$ cat src/rtl/prog_run_ctrl.sv
// prog_run_ctrl: program-load and run supervisor for the single-cycle core.
//
// Streams a program into instruction memory over a valid/ready interface.
// The core is held in reset while the program loads. The controller then
// releases the core and counts its cycles. A run ends on a fetched halt word
// or when the cycle budget runs out, and the result is reported in the flags.
//
// Ports:
//   clk, rst               rising-edge clock; synchronous active-low reset
//   start                  one-cycle pulse, begins a load from IDLE or DONE
//   load_valid/ready/data/last   program word stream
//   imem_we/addr/wdata     instruction-memory write port (1-cycle latency)
//   fetch_inst             word the core fetched this cycle
//   core_rst               active-high reset to the core
//   busy, done             LOAD/RUN and DONE status
//   halted, timeout        run-end cause
//   overflow               program exceeded DEPTH words
//   cycle_count            core cycles in the last or current run
//   words_loaded           words written in the last load
//   load_sig               (PROG_RUN_CTRL_SIGNATURE_EN only) rotate-xor
//                          signature of the loaded words
//
// Optional feature macro: PROG_RUN_CTRL_SIGNATURE_EN adds the load_sig output.
module prog_run_ctrl #(
  parameter int ADDR_W = 8,
  parameter int DATA_W = 32,
  parameter int CNT_W = 16,
  parameter int MAX_CYCLES = 100,
  parameter logic [DATA_W-1:0] HALT_INST = DATA_W'(32'h00000073)
) (
  input  logic              clk,
  input  logic              rst,
  input  logic              start,
  input  logic              load_valid,
  output logic              load_ready,
  input  logic [DATA_W-1:0] load_data,
  input  logic              load_last,
  output logic              imem_we,
  output logic [ADDR_W-1:0] imem_addr,
  output logic [DATA_W-1:0] imem_wdata,
  input  logic [DATA_W-1:0] fetch_inst,
  output logic              core_rst,
  output logic              busy,
  output logic              done,
  output logic              halted,
  output logic              timeout,
  output logic              overflow,
  output logic [CNT_W-1:0]  cycle_count,
  output logic [ADDR_W:0]   words_loaded
`ifdef PROG_RUN_CTRL_SIGNATURE_EN
  ,
  output logic [DATA_W-1:0] load_sig
`endif
);

  localparam int DEPTH = 1 << ADDR_W;
  localparam logic [ADDR_W:0]  LAST_PTR   = (ADDR_W+1)'(DEPTH - 1);
  localparam logic [CNT_W-1:0] LAST_CYCLE = CNT_W'(MAX_CYCLES - 1);

  // S_ARM is the first RUN cycle: the final write is still in flight, so the
  // core stays in reset for one more cycle before its first fetch.
  typedef enum logic [2:0] {
    S_IDLE,
    S_LOAD,
    S_ARM,
    S_RUN,
    S_DONE
  } state_t;

  state_t state;
  state_t state_n;

  logic              accept;
  logic              start_load;
  logic              at_end;
  logic              is_halt;
  logic              at_budget;
  logic              vld_p1;
  logic [ADDR_W-1:0] addr_p1;
  logic [DATA_W-1:0] wdata_p1;

  function automatic logic [CNT_W-1:0] sat_inc(input logic [CNT_W-1:0] v);
    return (v == {CNT_W{1'b1}}) ? v : v + 1'b1;
  endfunction

  assign accept     = load_valid && load_ready;
  assign start_load = start && (state == S_IDLE || state == S_DONE);
  assign at_end     = (words_loaded == LAST_PTR);
  assign is_halt    = (fetch_inst == HALT_INST);
  assign at_budget  = (cycle_count == LAST_CYCLE);

  always_ff @(posedge clk) begin
    if (!rst) begin
      state <= S_IDLE;
    end else begin
      state <= state_n;
    end
  end

  always_comb begin
    state_n = state;
    case (state)
      S_IDLE, S_DONE: if (start) state_n = S_LOAD;
      S_LOAD:         if (accept && (load_last || at_end)) state_n = S_ARM;
      S_ARM:          state_n = S_RUN;
      S_RUN:          if (is_halt || at_budget) state_n = S_DONE;
      default:        state_n = S_IDLE;
    endcase
  end

  always_comb begin
    load_ready = (state == S_LOAD);
    core_rst   = (state != S_RUN);
    busy       = (state == S_LOAD) || (state == S_ARM) || (state == S_RUN);
    done       = (state == S_DONE);
  end

  // Stage p1: accepted beat registered onto the memory write port
  always_ff @(posedge clk) begin
    if (!rst) begin
      vld_p1   <= 1'b0;
      addr_p1  <= '0;
      wdata_p1 <= '0;
    end else begin
      vld_p1 <= accept;
      if (accept) begin
        addr_p1  <= words_loaded[ADDR_W-1:0];
        wdata_p1 <= load_data;
      end
    end
  end

  assign imem_we    = vld_p1;
  assign imem_addr  = addr_p1;
  assign imem_wdata = wdata_p1;

  // words_loaded doubles as the write pointer; a full memory stops the load
  // before the pointer could wrap.
  always_ff @(posedge clk) begin
    if (!rst) begin
      words_loaded <= '0;
      cycle_count  <= '0;
      halted       <= 1'b0;
      timeout      <= 1'b0;
      overflow     <= 1'b0;
    end else if (start_load) begin
      words_loaded <= '0;
      cycle_count  <= '0;
      halted       <= 1'b0;
      timeout      <= 1'b0;
      overflow     <= 1'b0;
    end else begin
      if (accept) begin
        words_loaded <= words_loaded + 1'b1;
        if (!load_last && at_end) overflow <= 1'b1;
      end
      if (state == S_RUN) begin
        cycle_count <= sat_inc(cycle_count);
        if (is_halt) begin
          halted <= 1'b1;
        end else if (at_budget) begin
          timeout <= 1'b1;
        end
      end
    end
  end

`ifdef PROG_RUN_CTRL_SIGNATURE_EN
  always_ff @(posedge clk) begin
    if (!rst) begin
      load_sig <= '0;
    end else if (start_load) begin
      load_sig <= '0;
    end else if (accept) begin
      load_sig <= {load_sig[DATA_W-2:0], load_sig[DATA_W-1]} ^ load_data;
    end
  end
`endif

endmodule
$ cat config.mk
export PLATFORM = sky130hd
export DESIGN_NAME = prog_run_ctrl
export DESIGN_NICKNAME = d
export VERILOG_FILES = /design/src/rtl/prog_run_ctrl.sv
export SDC_FILE = /design/constraint.sdc
export NUM_CORES = 1
export LEC_CHECK = 0
export CORE_MARGIN = 5
export CORE_UTILIZATION = 40
export CTS_CLUSTER_SIZE = 20
export DETAILED_ROUTE_END_ITERATION = 8
export PLACE_DENSITY_LB_ADDON = 0.05
export SLEW_MARGIN = 20
export SYNTH_ARGS = -nofsm -noshare
export SYNTH_HDL_FRONTEND = slang
export SYNTH_SLANG_ARGS = --single-unit
export TNS_END_PERCENT = 30
$ cat constraint.sdc
create_clock -name clk -period 2.2 [get_ports clk]
set_input_delay 0.22 -clock clk [delete_from_list [all_inputs] [get_ports clk]]
set_output_delay 0.22 -clock clk [all_outputs]
set_load 0.005 [all_outputs]
; Word-level counts from Yosys, hierarchy flattened
; Index checks and enable logic that the tools add are counted.
[word_totals]
register_bits = 72
latch_bits = 0
ram_bits = 0
mem_bits_ro = 0
input_bits = 69
output_inout_bits = 73
word_cells = 48
memories = 0
[classes]
n_addsub = 2
n_mul = 0
div_mod_pow = 0
magnitude_cmp = 0
n_eq_ne = 12
shift = 0
mux = 4
n_bitwise = 3
n_reduce_logical = 18
[ops]
columns = cell, count
row1 = "equality test 32 x 7 -> 1 bit, second input constant", 1
row2 = "adder 16 x 1 -> 16 bit, second input constant", 1
row3 = "equality test 16 bit, second input constant", 1
row4 = "equality test 16 x 7 -> 1 bit, second input constant", 1
row5 = one-hot mux 3 bit (4 select lines), 1
row6 = "adder 9 x 1 -> 9 bit, second input constant", 1
row7 = "equality test 9 x 8 -> 1 bit, second input constant", 1
row8 = 2-to-1 mux 3 bit, 3
row9 = "equality test 3 x 2 -> 1 bit, second input constant", 2
row10 = AND reduction 2 bit, 3
row11 = AND reduction 3 bit, 2
row12 = logical OR 1 bit, 5
row13 = logical AND 1 bit, 4
row14 = "!= test 2 bit, second input constant", 2
row15 = OR reduction 2 bit, 2
row16 = "equality test 3 x 1 -> 1 bit, second input constant", 1
row17 = "equality test 3 bit, second input constant", 1
row18 = logical NOT 3 bit, 1
row19 = "!= test 3 x 2 -> 1 bit, second input constant", 1
row20 = NOT 1 bit, 3
row21 = "!= test 2 x 1 -> 1 bit, second input constant", 1
row22 = logical NOT 1 bit, 1

; Longest topological paths before layout
[depth]
depth_word = 5
mapped_depth = 8
ltp_nobuf = 8

; Least setup slack after synthesis
; OpenSTA, ideal clock, no wires.
[synth_timing]
kind = reg-to-reg
start = register cycle_count[0]
end = register cycle_count[1]
setup_ns = 0.128
arrival_time_ns = 1.582
t_required_ns = 2.072
path_slack_ns = 0.490
stages_incl_launch_ff = 7
n_path_buf = 0
synth_period_minus_slack_ns = 1.710
path_cell_list = dfxtp_1 -> ha_1 -> and4_1 -> nand4_2 -> o21ai_1 -> mux2i_1 -> nor2_1
[synth_between]
elab_chain_cells = 3
elab_cells_between_ends = 4
cone_classes = add/sub: 1 / eq/ne: 1 / bitwise: 1 / reduce/logical: 1
[synth_lines]
columns = item, line
row1 = start: declaration, 48  ; output logic [CNT_W-1:0] cycle_count,
row2 = start signal: assignment, 158  ; cycle_count <= sat_inc(cycle_count);
row3 = "parallel branches: the longest is 3 deep, another holds adder 16 x 1 -> 16 bit", n/a
; Several ways; the timed one is not identified.
; A chain may end at the register's enable or synchronous reset.

; Worst setup path in the final report
; Same ends and word-level chain as after synthesis.

==> results_dict.tcl <==
set metrics [dict create \
    r2r-start "cycle_count[0]" \
    final_common_cell "clkdlybuf4s50_1" \
    post_drt_via_cell_ratio 4.93 \
    peakVddDrop_uv 259 \
    area_growth_pct 54.6 \
    grt_overflow 0 \
    ios 142 \
    path_clk_slew_ns 0.08 \
    async_flop_share 0 \
    cts_resized 0 \
    firstDrtPassIters 4 \
    setup_violations 0 \
    worstSetupPathType "reg -> reg" \
    dieArea_sq_um 9560 \
    initial_core_util 0.405 \
    grt_max_degree 32 \
    ant_nets 0 \
    syn_avg_cell_area_sq_um 8.35 \
    worst_pin_slew_ns 0.456 \
    mostFrequentLayoutCells "141 x clkdlybuf4s50_1, 97 x nand2_1, 72 x dfxtp_1, 40 x a21boi_1, 34 x nor2_1" \
    leakage_nw 1.72 \
    startpoint "cycle_count[0]" \
    finalHoldViolCount 0 \
    ys_warn_count 0 \
    synth_edf_count 0 \
    place.gp.congestion 0.811 \
    clk_latency_ns 0.34 \
    drc 0 \
    crit_end "cycle_count[1]" \
    cts_max_path_buffers 2 \
    antenna_found_initial 0 \
    routed_wl_um 8420 \
    worstHoldPathCells 3 \
    setup_tns_ns 0 \
    cts_root_buf "clkbuf_8" \
    cp-end-kind "register" \
    rsz0062_at_grt "no" \
    synth_nets 441 \
    cp_max_fo 7 \
    p_per_area_nw_per_um2 551 \
    ys.flop_type "dfxtp_1" \
    cts_max_level 3 \
    syn-cell-area_sq_um 3080 \
    dieWidth_um 97.8 \
    hold_buffers 0 \
    regToRegSetupSlack_ns 0.24 \
    wl_per_cell_um 13.6 \
    cap_violations 0 \
    seqCellArea_sq_um 1440 \
    vias 3039 \
    slew_headroom 0.695 \
    startpoint_type "register" \
    portBuffers 141 \
    cts_buffers 9 \
    drive_above_1_share 0.0544 \
    cts_sinks 72 \
    finalClockSkew_ns 0.0135 \
    ys_types 40 \
    period_share 0.891 \
    slew_violations 0 \
    total_power_mw 2.63 \
    cp.required_ns 2.43 \
    ys_ff_latch 72 \
    hp-start "load_data[7]" \
    arrival_ns 2.19 \
    nets 583 \
    dp_hpwl_um 6240 \
    ff2ff_path_depth 6 \
    track_usage 0.178 \
    postSynthCellCount 369 \
    status "completed" \
    r2r-end "cycle_count[1]" \
    worstHoldPathType "in -> reg" \
    core_area_sq_um 7610 \
    seq_area_frac_synth 0.468 \
    grt_pass1_vias 3039 \
    grt_pass1_wl_um 14000 \
    multi_input_area_sq_um 1530 \
    postCtsSetupBuffers 0 \
    rows 32 \
    fmaxAchievable_mhz 510 \
    die_h_um 97.8 \
    cts_tree "built" \
    period_minus_slack_ns 1.96 \
    nFillCells 693 \
    diodes 0 \
    first_iter_violations 98 \
]
## through the flow
stage	std cells	setup WS, ns	hold slack [ns]	cell area (sq um)	utilization
after floorplan	369	0.490	0.355	3080	-
after global placement	602	0.340	0.437	4610	0.606
after detailed placement	602	0.257	0.445	4610	0.606
after CTS	617	0.254	0.403	4760	0.626
after global routing	617	0.0729	0.405	4760	0.626
final	617	0.240	0.413	4760	0.626
## worst min-delay path by stage
stage	to	slack, ns
after floorplan	imem_wdata[0]	0.35
after global placement	timeout	0.44
after detailed placement	imem_wdata[10]	0.44
after CTS	imem_wdata[7]	0.40
after global routing	imem_wdata[7]	0.40
final	imem_wdata[7]	0.41
## final cells by class
cell class	instances	share of cell area
Clock inverter	4	0.00473
Timing Repair Buffer	151	0.312
Sequential cell	72	0.303
Clock buffer	11	0.0276
Tap cell	102	0.0268
Multi-Input combinational cell	272	0.322
Inverter	5	0.00446
## routing by layer
layer	GRT usage	vias to the layer above	share of wire
li1	-	1534	-
met1	0.218	1397	0.45
met2	0.290	104	0.46
met3	0.0729	4	0.079
met4	0.0479	0	0.0049
met5	0	-	0
## cells by family (layout without fill, tap and decap cells)
logic type | after synthesis | after routing | synth area share
buffers and inverters | 25 | 171 | 0.0345
DFF | 72 | 72 | 0.468
adders and majority gates | 3 | 3 | 0.0122
xor gates and xnor gates | 16 | 16 | 0.0455
muxes | 5 | 5 | 0.0162
and+or+nand+nor | 184 | 184 | 0.279
AOI/OAI and AO/OA | 64 | 64 | 0.145
## cell usage after synthesis, drive strengths merged, types with 2 or more instances
| library cell | number | area [sq um] |
|---|---|---|
| or3 | 3 | 18.8 |
| nor4 | 10 | 77.6 |
| buf | 6 | 32.5 |
| inv | 5 | 21.3 |
| and3 | 4 | 25.0 |
| nand3 | 15 | 75.1 |
| dfxtp | 72 | 1440 |
| nand4 | 6 | 43.8 |
| o21ai | 7 | 35.0 |
| a21oi | 7 | 35.0 |
| xnor2 | 2 | 17.5 |
| clkbuf | 14 | 52.6 |
| nand2b | 2 | 12.5 |
| and4 | 3 | 26.3 |
| o211ai | 4 | 30.0 |
| a31oi | 2 | 12.5 |
| ha | 3 | 37.5 |
| xor2 | 14 | 123 |
| and2 | 2 | 12.5 |
| nand2 | 97 | 364 |
| a21boi | 40 | 300 |
| nor2 | 34 | 128 |
| mux2i | 5 | 50.1 |
## registers in the layout, indices dropped and copies added, names as in the netlist
name / count
cycle_count: 16
halted: 1
imem_addr: 8
imem_wdata: 32
imem_we: 1
overflow: 1
state: 3
timeout: 1
words_loaded: 9
## critical path: stages (launching register included)
cell and delay [ns]:
dfxtp_1 0.42, ha_1 0.25, and4_1 0.34, nand4_2 0.23, o21ai_1 0.33, mux2i_1 0.22
nor2_1 0.05
## power breakdown
| group | total (mW) | switching (mW) | internal [mW] |
|---|---|---|---|
| combinational | 0.380 | 0.148 | 0.233 |
| clock | 0.877 | 0.479 | 0.398 |
| sequential | 1.37 | 0.0273 | 1.34 |
| total | 2.63 | 0.654 | 1.97 |
Power figures use the tool's default switching activity.
